## src/rtl/alu_exec_unit.sv

```systemverilog
// Execute-stage block for the single-cycle MIPS-style core: ALU control decode, 32-bit ALU and
// the two PC adders. All results are registered to give a one-cycle execute latency.
module alu_exec_unit #(
  parameter int unsigned WIDTH  = 32,
  parameter int unsigned PC_INC = 4
) (
  input  logic             clk_i,
  input  logic             reset_i,
  input  logic             en_i,
  input  logic             aluop1_i,
  input  logic             aluop0_i,
  input  logic             andisignal_i,
  input  logic [3:0]       funct_i,
  input  logic [WIDTH-1:0] dataa_i,
  input  logic [WIDTH-1:0] datab_i,
  input  logic [WIDTH-1:0] pc_i,
  input  logic [WIDTH-1:0] sextad_i,
  output logic [WIDTH-1:0] sum_o,
  output logic             zout_o,
  output logic [2:0]       gout_o,
  output logic [WIDTH-1:0] adder1out_o,
  output logic [WIDTH-1:0] adder2out_o
);

  typedef enum logic [2:0] {
    OpAnd = 3'b000,
    OpOr  = 3'b001,
    OpAdd = 3'b010,
    OpSub = 3'b110,
    OpSlt = 3'b111
  } alu_op_e;

  localparam logic [WIDTH-1:0] PcInc = WIDTH'(PC_INC);

  alu_op_e          alu_op;
  logic [WIDTH-1:0] alu_res;
  logic             alu_zero;
  logic [WIDTH-1:0] pc_plus_inc;
  logic [WIDTH-1:0] branch_tgt;

  logic [WIDTH-1:0] sum_d, sum_q;
  logic             zout_d, zout_q;
  logic [2:0]       gout_d, gout_q;
  logic [WIDTH-1:0] adder1_d, adder1_q;
  logic [WIDTH-1:0] adder2_d, adder2_q;

  // ALU control: andi override beats ALUOp, ALUOp=1x defers to funct.
  always_comb begin
    alu_op = OpAdd;
    if (andisignal_i) begin
      alu_op = OpAnd;
    end else if (!aluop1_i) begin
      alu_op = aluop0_i ? OpSub : OpAdd;
    end else begin
      case (funct_i)
        4'b0000: alu_op = OpAdd;
        4'b0010: alu_op = OpSub;
        4'b0100: alu_op = OpAnd;
        4'b0101: alu_op = OpOr;
        4'b1010: alu_op = OpSlt;
        default: alu_op = OpAdd;
      endcase
    end
  end

  always_comb begin
    alu_res = '0;
    case (alu_op)
      OpAnd:   alu_res = dataa_i & datab_i;
      OpOr:    alu_res = dataa_i | datab_i;
      OpAdd:   alu_res = dataa_i + datab_i;
      OpSub:   alu_res = dataa_i - datab_i;
      OpSlt:   alu_res = {{(WIDTH-1){1'b0}}, ($signed(dataa_i) < $signed(datab_i))};
      default: alu_res = '0;
    endcase
  end

  assign alu_zero    = (alu_res == '0);
  assign pc_plus_inc = pc_i + PcInc;
  assign branch_tgt  = pc_plus_inc + sextad_i;

  always_comb begin
    sum_d    = sum_q;
    zout_d   = zout_q;
    gout_d   = gout_q;
    adder1_d = adder1_q;
    adder2_d = adder2_q;
    if (en_i) begin
      sum_d    = alu_res;
      zout_d   = alu_zero;
      gout_d   = alu_op;
      adder1_d = pc_plus_inc;
      adder2_d = branch_tgt;
    end
  end

  always_ff @(posedge clk_i or posedge reset_i) begin
    if (reset_i) begin
      sum_q    <= '0;
      zout_q   <= 1'b0;
      gout_q   <= '0;
      adder1_q <= '0;
      adder2_q <= '0;
    end else begin
      sum_q    <= sum_d;
      zout_q   <= zout_d;
      gout_q   <= gout_d;
      adder1_q <= adder1_d;
      adder2_q <= adder2_d;
    end
  end

  assign sum_o       = sum_q;
  assign zout_o      = zout_q;
  assign gout_o      = gout_q;
  assign adder1out_o = adder1_q;
  assign adder2out_o = adder2_q;

endmodule

```

## config.mk

```make
export PLATFORM = sky130hd
export DESIGN_NAME = alu_exec_unit
export DESIGN_NICKNAME = d
export VERILOG_FILES = /design/src/rtl/alu_exec_unit.sv
export SDC_FILE = /design/constraint.sdc
export NUM_CORES = 1
export LEC_CHECK = 0
export CORE_ASPECT_RATIO = 0.9
export CORE_UTILIZATION = 55
export CTS_CLUSTER_DIAMETER = 150
export DETAILED_ROUTE_END_ITERATION = 6
export PLACE_DENSITY = 0.85
export SYNTH_ARGS = -nofsm -noshare
export SYNTH_HDL_FRONTEND = slang
export SYNTH_SLANG_ARGS = --single-unit
```

## constraint.sdc

```tcl
create_clock -name clk_i -period 4.7 [get_ports clk_i]
set_input_delay 0.47 -clock clk_i [delete_from_list [all_inputs] [get_ports clk_i]]
set_output_delay 0.47 -clock clk_i [all_outputs]
set_load 0.02 [all_outputs]
```

==> impl_metrics.yaml, run 1 <==
global_route:
  grt_use_total: 0.353
  met3_usage: 0.0576
  grt-ovfl-total: 0
  use_met2: 0.570
  busiest_layer: "met2"
  antenna_found_initial: 0
  use_met1: 0.472
  grt_max_degree: 74
  grt_pass1_vias: 10583
  grt_pass1_wl_um: 54600
floorplan:
  ios: 238
  core_area_sq_um: 18500
  chipWidth_um: 147
  die-area_sq_um: 19500
  die_y_um: 132
  rows: 47
  start_util: 0.563
sta:
  fin_ws_ns: 0.221
  finalHoldViolations: 0
  min_period_ns: 4.48
  hold_ws_ns: 0.489
  fin_setup_tns_ns: 0
  fmax_mhz: 223
  tightest_slew_ns: 0.966
  max-slew-margin-rel: 0.356
  maxSlewViolCount: 0
  fin_crit_sh: 0.953
  finalSetupViolCount: 0
  finClkSkew_ns: 0
route:
  routed_wl_um: 34600
  drc: 0
  first_iter_violations: 808
  wl_per_cell_um: 18.9
  detail_route.first_pass.iterations: 6
  routed-via-count: 10957
  vias_per_cell: 5.97
  antenna_left: 0
placement:
  gp_congestion: 0.983
  dp_hpwl_um: 27100
  post_dp_cell_area_sq_um: 13600
  io_buffers: 237
  pre_cts_slack_ns: -0.0904
yosys:
  yosys_warnings: 0
  yosysSeqAreaShare: 0.241
  ys_async_sr_fraction: 1.00
  post_synth_num_cell_types: 82
  synth_area_sq_um: 10400
  synth-seq-cells: 100
  syn_nets: 1563
  synth_edf_count: 0
  netlist_instances: 1293
  postSynthAreaPerCell_sq_um: 8.05
  synth_ff_type: "dfrtp_1"
critical_path:
  path_class: "in -> reg"
  max_stage_delay_ns: 0.57
  slowest_stage: "clkdlybuf4s50_1"
  crit_buf_inv: 1
  cp-start-kind: "primary input"
  crit_path_cell_trace: "clkdlybuf4s50_1 > ha_1 > nand3_1 > nor2_1 > and2_1 > nand2_1 > xnor2_1 > ha_1 > nand3_1 > o21ai_0 > o21ai_2 > o211ai_1 > a41oi_2 > o211ai_1 > nand2_1 > o21ai_0 > xor2_1 > mux2_2"
  path_max_fanout: 6
  crit_path_end_kind: "register"
  crit_family: "compound AO/OA/AOI/OAI gates"
  required_ns: 4.95
  crit_arrival_ns: 4.73
  r2r-start: "adder2out_o[23]$_DFFE_PP0P_"
  crit_start: "pc_i[2]"
final_layout:
  area.growth.synth_to_final_pct: 33.6
  fin_util: 0.753
  num-fill-cells: 1414
  finish.instance_area_sq_um: 13900
  nets: 1855
  drive_above_1_share: 0.122
  antenna_cells: 0
  multi_input_area_sq_um: 7310
  register_area_sq_um: 2500
clock_network:
  post_cts.repair.setup_buffers: 0
  clk_pin_slew_ns: 0.07
  cts.sink_count: 100
  clockBufferDepth: 2
  hold_buffers: 0
  root_buffer: "clkbuf_16"
  clock_latency_ns: 0.36
  post_cts_resized: 0
  cts_tree: "yes"
  cts_buffers: 9
  cts_max_level: 3
power:
  power_frac_comb: 0.491
  ir_drop_v: 0.000212
  power_frac_clock: 0.216
  switching_share: 0.393
  pwr-share-seq: 0.293
  cellPowerDensity_nw_per_um2: 269
  internal-power_uw: 2270
  p_leak_uw: 0.00633
  switchingPower_uw: 1470
hold_path:
  hp-class: "reg -> reg"
  min_from: "gout_o[1]$_DFFE_PP0P_"
flow_run:
  drv_cap: 0
status:
  outcome: "complete, no violations"
-- stage by stage --
stage	instances	total power [uW]
floorplan	1293	2110
global placement	1819	2870
detailed placement	1819	2910
CTS	1835	3710
global route	1835	3910
finish	1835	3740
-- sequential cells by signal (all words and copies together), names as in the netlist --
signal and cells:
zout_o 1, gout_o 3, adder1out_o 32, sum_o 32, adder2out_o 32
-- power by group through the flow --
stage               Sequential [uW]  Clock, uW  Combinational [uW]
CTS                            1090        811                1810
detailed placement             1110          0                1800
finish                         1100        808                1830
floorplan                      1280          0                 826
global route                   1110        832                1960
global placement               1100          0                1770
-- final cells by class --
| cell class | instances | area share |
|---|---|---|
| clock inverter | 6 | 0.00486 |
| inverter | 104 | 0.0283 |
| tap | 245 | 0.0221 |
| multi-input combinational | 1038 | 0.526 |
| timing repair buffer | 332 | 0.222 |
| sequential | 100 | 0.180 |
| clock buffer | 10 | 0.0172 |
-- cell usage after synthesis (7+ instances only) --
cell | count | area (sq um)
ha_1 | 129 | 1610
and3_1 | 18 | 113
a21oi_1 | 109 | 546
o21bai_1 | 13 | 97.6
a21o_1 | 26 | 195
a221oi_1 | 10 | 87.6
or3_1 | 9 | 56.3
nand4_1 | 12 | 75.1
nand2b_1 | 14 | 87.6
o21ai_0 | 43 | 215
nor2_1 | 206 | 773
o31ai_1 | 11 | 82.6
nor4_1 | 7 | 43.8
o21a_1 | 13 | 97.6
nor3_1 | 20 | 100
inv_1 | 102 | 383
a211oi_1 | 12 | 90.1
buf_2 | 11 | 55.1
o221ai_1 | 11 | 96.3
o211ai_1 | 12 | 90.1
nand2_1 | 80 | 300
dfrtp_1 | 100 | 2500
o21ai_1 | 8 | 40.0
mux2_2 | 45 | 507
nand3_1 | 30 | 150
clkbuf_1 | 26 | 97.6
xnor2_1 | 60 | 526
nor2b_1 | 15 | 93.8
xor2_1 | 23 | 201
-- cell families (layout without fill, tap and decap cells) --
family,count (synthesis),after routing,share of synthesized area
AND/OR/NAND/NOR,445,445,0.200
AO/OA/AOI/OAI,326,326,0.211
buffers and inverters,155,452,0.0612
adder cells (fa/ha/maj),132,132,0.161
flip-flops,100,100,0.241
XOR/XNOR,83,83,0.0699
multiplexers,52,52,0.0558
-- worst paths after layout --
path	endpoint	slack [ns]	depth (start not counted)
worst min-delay path	gout_o[1]$_DFFE_PP0P_	0.49	2
max in group asynchronous	adder2out_o[15]$_DFFE_PP0P_	3.06	3
worst max-delay path	adder2out_o[30]$_DFFE_PP0P_	0.22	18
worst max register to register	adder2out_o[23]$_DFFE_PP0P_	3.89	1
min in group asynchronous	adder1out_o[12]$_DFFE_PP0P_	0.69	2
worst min register to register	gout_o[1]$_DFFE_PP0P_	0.49	2
-- layout by cell type, fill, tap and decap left out, types with 4 or more instances in the layout --
cell type	netlist	routed
a211o_1	4	4
a211oi_1	12	12
a21o_1	26	26
a21oi_1	109	109
a221oi_1	10	9
a221oi_2	3	4
a31oi_1	6	6
and2_1	4	4
and3_1	18	18
and4_1	6	6
buf_4	5	96
clkbuf_16	0	9
clkdlybuf4s50_1	0	236
dfrtp_1	100	100
ha_1	129	129
inv_1	102	101
mux2_2	45	45
mux2i_1	6	6
nand2_1	80	80
nand2b_1	14	14
nand3_1	30	30
nand4_1	12	12
nor2_1	206	206
nor2b_1	15	14
nor3_1	20	20
nor3b_1	4	4
nor4_1	7	6
o211ai_1	12	12
o21a_1	13	13
o21ai_0	43	43
o21ai_1	8	7
o21bai_1	13	13
o221ai_1	11	11
o31ai_1	11	11
or3_1	9	9
xnor2_1	60	60
xor2_1	23	23
-- layer usage --
layer / share of wire / routed length [um]
met5: 0 / 0
met4: 0.035 / 1220
met3: 0.085 / 2940
met2: 0.46 / 15900
met1: 0.42 / 14600
Power figures use the tool's default switching activity.
==> run 2, diff against run 1 <==
--- a/config.mk
+++ b/config.mk
@@ -6,10 +6,11 @@
 export NUM_CORES = 1
 export LEC_CHECK = 0
 export CORE_ASPECT_RATIO = 0.9
-export CORE_UTILIZATION = 55
+export CORE_UTILIZATION = 52
 export CTS_CLUSTER_DIAMETER = 150
 export DETAILED_ROUTE_END_ITERATION = 6
-export PLACE_DENSITY = 0.85
+export MAX_ROUTING_LAYER = met4
+export PLACE_DENSITY = 0.8
 export SYNTH_ARGS = -nofsm -noshare
 export SYNTH_HDL_FRONTEND = slang
 export SYNTH_SLANG_ARGS = --single-unit
==> constraint.sdc (replaced) <==
create_clock -name clk_i -period 4.5 [get_ports clk_i]
set_input_delay 0.45 -clock clk_i [delete_from_list [all_inputs] [get_ports clk_i]]
set_output_delay 0.45 -clock clk_i [all_outputs]
set_load 0.02 [all_outputs]
==> run 2 against run 1 <==
Net effect: worst hold slack got worse by 0.0086 ns; final cell count rose by 2.7%; clock-buffer cell count did not move; via count fell by 0.86%; sequential power rose by 4%; clock power rose by 5.7%; critical path depth fell by 2; critical path type unchanged; largest power group unchanged; largest cell class unchanged; combinational power rose by 8%; die area rose by 5.7%.
==> impl_metrics.yaml, run 2 (synthesized netlist as in run 1, its figures left out) <==
route:
  wl_per_cell_um: 18.3
  routed_wl_um: 34500
  vias_per_cell: 5.76
  detail_route.first_pass.iterations: 5
  drc: 0
  antenna_left: 0
  first_iter_violations: 795
  routed-via-count: 10863
clock_network:
  hold_buffers: 0
  clockBufferDepth: 2
  root_buffer: "clkbuf_16"
  post_cts.repair.setup_buffers: 0
  cts_max_level: 3
  clk_pin_slew_ns: 0.08
  cts_buffers: 9
  cts_tree: "yes"
  post_cts_resized: 0
  cts.sink_count: 100
  clock_latency_ns: 0.36
sta:
  fin_crit_sh: 0.965
  rsz0062_at_grt: "yes"
  tightest_slew_ns: 1.06
  max-slew-margin-rel: 0.296
  maxSlewViolCount: 0
  finalSetupViolCount: 0
  fin_setup_tns_ns: 0
  finalHoldViolations: 0
  finClkSkew_ns: 0
  min_period_ns: 4.34
  fmax_mhz: 230
floorplan:
  die_y_um: 136
  die-area_sq_um: 20600
  ios: 238
  chipWidth_um: 151
  rows: 48
  start_util: 0.536
  core_area_sq_um: 19400
placement:
  io_buffers: 237
  gp_congestion: 1.02
  dp_hpwl_um: 27500
hold_path:
  hold_depth: 3
  hp-class: "in -> reg"
critical_path:
  crit_arrival_ns: 4.60
  max_stage_delay_ns: 0.56
  slowest_stage: "clkdlybuf4s50_1"
  path_class: "in -> reg"
  cp-start-kind: "primary input"
  path_max_fanout: 4
  crit_path_end_kind: "register"
  rr_worst_depth: 1
  required_ns: 4.76
  crit_path_cell_trace: "clkdlybuf4s50_1 > inv_1 > ha_1 > a21o_1 > and4_1 > o21a_1 > or3_1 > mux2i_1 > xnor2_1 > o221ai_1 > nor4_2 > nand4_1 > nor4_2 > buf_4 > nand4_1 > o41ai_2"
status:
  outcome: "complete, no violations"
power:
  p_leak_uw: 0.00657
  finalPower_uw: 3970
  cellPowerDensity_nw_per_um2: 278
  ir_drop_v: 0.000227
global_route:
  grt_max_degree: 80
  antenna_found_initial: 0
  grt_pass1_wl_um: 53500
  grt_use_total: 0.342
  grt-ovfl-total: 0
  grt_pass1_vias: 10394
final_layout:
  antenna_cells: 0
  drive_above_1_share: 0.153
  area.growth.synth_to_final_pct: 37.6
  mostFrequentLayoutCells: "236 x clkdlybuf4s50_1, 206 x nor2_1, 142 x buf_4"
  num-fill-cells: 1519
  final_common_cell: "clkdlybuf4s50_1"
  nets: 1901
flow_run:
  drv_cap: 0
## run 2: cell count changes in the layout (fill, tap and decap cells not counted), sizes merged
cell / delta
buf: +46
clkinv: -2
bufinv: +1
## run 2: area by class of cell
type                    instances  area, sq um  area share
repair buffers                378         3430       0.239
multi-input cells            1038         7370       0.515
well taps                     250          313      0.0219
clock inverters                 5         67.6     0.00472
clock buffers                  10          239      0.0167
inverters                     104          393      0.0274
flip-flops and latches        100         2500       0.175
## run 2: where the power goes
part / total (uW) / internal, uW / leakage [uW] / switching (uW)
logic: 1980 / 953 / 0.00525 / 1020
registers: 1140 / 1050 / 0.00117 / 89.3
clock network: 854 / 454 / 0.000151 / 400
## run 2: layer usage
metal  vias up  share of wire  GRT usage
met5         -              0          -
met4         0          0.026      0.102
met3        62          0.068     0.0419
met2       410           0.45      0.536
met1      5160           0.45      0.461
li1       5231              -          -
## run 2: final timing paths
check	from	slack (ns)	endpoint
min in group asynchronous	reset_i	0.73	adder1out_o[11]$_DFFE_PP0P_
worst min register to register	gout_o[1]$_DFFE_PP0P_	0.49	gout_o[1]$_DFFE_PP0P_
worst max register to register	sum_o[31]$_DFFE_PP0P_	3.71	sum_o[31]$_DFFE_PP0P_
worst min-delay path	en_i	0.48	sum_o[1]$_DFFE_PP0P_
max in group asynchronous	reset_i	2.87	sum_o[24]$_DFFE_PP0P_
worst max-delay path	dataa_i[1]	0.16	zout_o$_DFFE_PP0P_
## run 2: through the flow
step	area (sq um)	std cells	utilization	setup WS [ns]	hold slack, ns
3_3_place_gp	13900	1870	0.717	-0.190	0.465
4_1_cts	14200	1885	0.733	0.0660	0.469
3_5_place_dp	13900	1870	0.717	-0.256	0.473
2_1_floorplan	10400	1293	-	0.724	0.539
5_1_grt	14300	1885	0.738	-0.000367	0.495
6_report	14300	1885	0.738	0.156	0.480
## run 2: worst max-delay path: cells and delay by family
family | cells | cell delay (ns)
buf+inv | 3 | 0.84
simple gates | 6 | 1.58
fa+ha+maj | 1 | 0.34
compound gates | 4 | 0.95
mux | 1 | 0.24
xor+xnor | 1 | 0.18
==> run 3, diff against run 2 <==
--- a/config.mk
+++ b/config.mk
@@ -9,8 +9,10 @@
 export CORE_UTILIZATION = 52
 export CTS_CLUSTER_DIAMETER = 150
 export DETAILED_ROUTE_END_ITERATION = 6
+export GPL_ROUTABILITY_DRIVEN = 0
 export MAX_ROUTING_LAYER = met4
 export PLACE_DENSITY = 0.8
 export SYNTH_ARGS = -nofsm -noshare
 export SYNTH_HDL_FRONTEND = slang
 export SYNTH_SLANG_ARGS = --single-unit
+export TNS_END_PERCENT = 10
==> constraint.sdc (replaced) <==
create_clock -name clk_i -period 4.35 [get_ports clk_i]
set_input_delay 0.435 -clock clk_i [delete_from_list [all_inputs] [get_ports clk_i]]
set_output_delay 0.435 -clock clk_i [all_outputs]
set_load 0.02 [all_outputs]
==> run 3 against run 2 <==
Net effect: die area unchanged; clock skew unchanged; utilization increased by 0.99 points; critical path type unchanged; largest cell class unchanged.
==> impl_metrics.yaml, run 3 (synthesized netlist as in run 1, its figures left out) <==
global_route:
  antenna_found_initial: 0
  grt_pass1_wl_um: 53100
  grt_use_total: 0.337
  grt_pass1_vias: 10609
  grt-ovfl-total: 0
  grt_max_degree: 67
critical_path:
  crit_buf_inv: 4
  cp_num_cells: 17
  rr_worst_depth: 1
  crit_family: "simple AND/OR/NAND/NOR gates"
  required_ns: 4.61
  cp-start-kind: "primary input"
  crit_arrival_ns: 4.42
  crit_path_cell_trace: "clkdlybuf4s50_1 > inv_1 > buf_4 > ha_1 > o21bai_2 > a21oi_1 > o21a_1 > o211ai_1 > and4_1 > or3_1 > a2111oi_2 > buf_4 > and4_1 > nand4_1 > nor4_2 > nand4_1 > o41ai_2"
  crit_path_end_kind: "register"
  reg2reg_slack_ns: 3.57
  path_max_fanout: 2
  crit_end: "zout_o$_DFFE_PP0P_"
  r2r-end: "adder2out_o[28]$_DFFE_PP0P_"
  max_stage_delay_ns: 0.54
  slowest_stage: "clkdlybuf4s50_1"
  path_class: "in -> reg"
  crit_start: "datab_i[2]"
  r2r-start: "adder2out_o[28]$_DFFE_PP0P_"
final_layout:
  final_common_cell: "clkdlybuf4s50_1"
  drive_above_1_share: 0.169
  area.growth.synth_to_final_pct: 39.4
  antenna_cells: 0
  mostFrequentLayoutCells: "232 x clkdlybuf4s50_1, 206 x nor2_1, 166 x buf_4"
  nets: 1925
  num-fill-cells: 1460
  fin_util: 0.748
  finish.instance_area_sq_um: 14500
sta:
  min_period_ns: 4.16
  hold_ws_ns: 0.367
  fin_crit_sh: 0.956
  fin_setup_tns_ns: 0
  max-slew-margin-rel: 0.457
  maxSlewViolCount: 0
  finalHoldViolations: 0
  fmax_mhz: 240
  tightest_slew_ns: 0.814
  finClkSkew_ns: 0
  finalSetupViolCount: 0
route:
  vias_per_cell: 5.87
  routed_wl_um: 34000
  first_iter_violations: 954
  drc: 0
  detail_route.first_pass.iterations: 5
  routed-via-count: 11214
  antenna_left: 0
  wl_per_cell_um: 17.8
floorplan:
  die_y_um: 136
  core_area_sq_um: 19400
  ios: 238
  die-area_sq_um: 20600
  chipWidth_um: 151
  start_util: 0.536
  rows: 48
status:
  outcome: "complete, no violations"
power:
  cellPowerDensity_nw_per_um2: 281
  finalPower_uw: 4080
  switching_share: 0.386
  p_leak_uw: 0.00671
  ir_drop_v: 0.000251
  pwr-share-seq: 0.290
  power_frac_comb: 0.504
  internal-power_uw: 2510
  switchingPower_uw: 1580
  power_frac_clock: 0.206
placement:
  post_dp_cell_area_sq_um: 14100
  dp_hpwl_um: 27000
  io_buffers: 237
clock_network:
  cts_max_level: 3
  clockBufferDepth: 2
  cts.sink_count: 100
  cts_tree: "yes"
  root_buffer: "clkbuf_16"
  hold_buffers: 0
  clk_pin_slew_ns: 0.09
  cts_buffers: 9
  clock_latency_ns: 0.36
hold_path:
  hp-class: "in -> async"
flow_run:
  drv_cap: 0
[run 3: final cells by class]
class | count | area (sq um) | area share
Clock buffer | 10 | 239 | 0.0165
Timing Repair Buffer | 402 | 3620 | 0.249
Clock inverter | 6 | 55.1 | 0.00379
Multi-Input combinational cell | 1038 | 7390 | 0.509
Inverter | 104 | 393 | 0.0271
Sequential cell | 100 | 2500 | 0.172
Tap cell | 250 | 313 | 0.0216
[run 3: per-layer routing]
layer | track usage | part of all wire
met5 | - | 0
met4 | 0.118 | 0.035
met3 | 0.0567 | 0.081
met2 | 0.526 | 0.46
met1 | 0.439 | 0.43
[run 3: what timing repair did]
action / 4_1_cts / 5_1_grt
gates cloned: 0 / 0
pin swaps: 0 / 11
buffers inserted: 0 / 3
endpoints found under the setup margin: 1 / 5
resized for setup: 1 / 30
[run 3: through the flow]
step | setup WS, ns | cells
after floorplan | 0.589 | 1293
after global placement | -0.257 | 1891
after detailed placement | -0.398 | 1891
after CTS | 0.0201 | 1907
after global routing | -0.0325 | 1910
final | 0.192 | 1910
[run 3: power by group through the flow]
stage | combinational, uW | clock (uW) | sequential (uW)
CTS | 2010 | 851 | 1180
global placement | 1960 | 0 | 1190
floorplan | 893 | 0 | 1390
detailed placement | 2000 | 0 | 1200
global route | 2210 | 883 | 1200
finish | 2060 | 842 | 1180
[run 3: worst min-delay path by stage]
stage	start	slack, ns	to	cells after the start
6_report	reset_i	0.37	adder1out_o[18]$_DFFE_PP0P_	2
5_1_grt	reset_i	0.38	adder1out_o[18]$_DFFE_PP0P_	2
4_1_cts	reset_i	0.37	adder1out_o[18]$_DFFE_PP0P_	2
3_5_place_dp	adder2out_o[10]$_DFFE_PP0P_	0.48	adder2out_o[10]$_DFFE_PP0P_	2
3_3_place_gp	sum_o[1]$_DFFE_PP0P_	0.46	sum_o[1]$_DFFE_PP0P_	1
2_1_floorplan	pc_i[2]	0.52	adder1out_o[2]$_DFFE_PP0P_	1
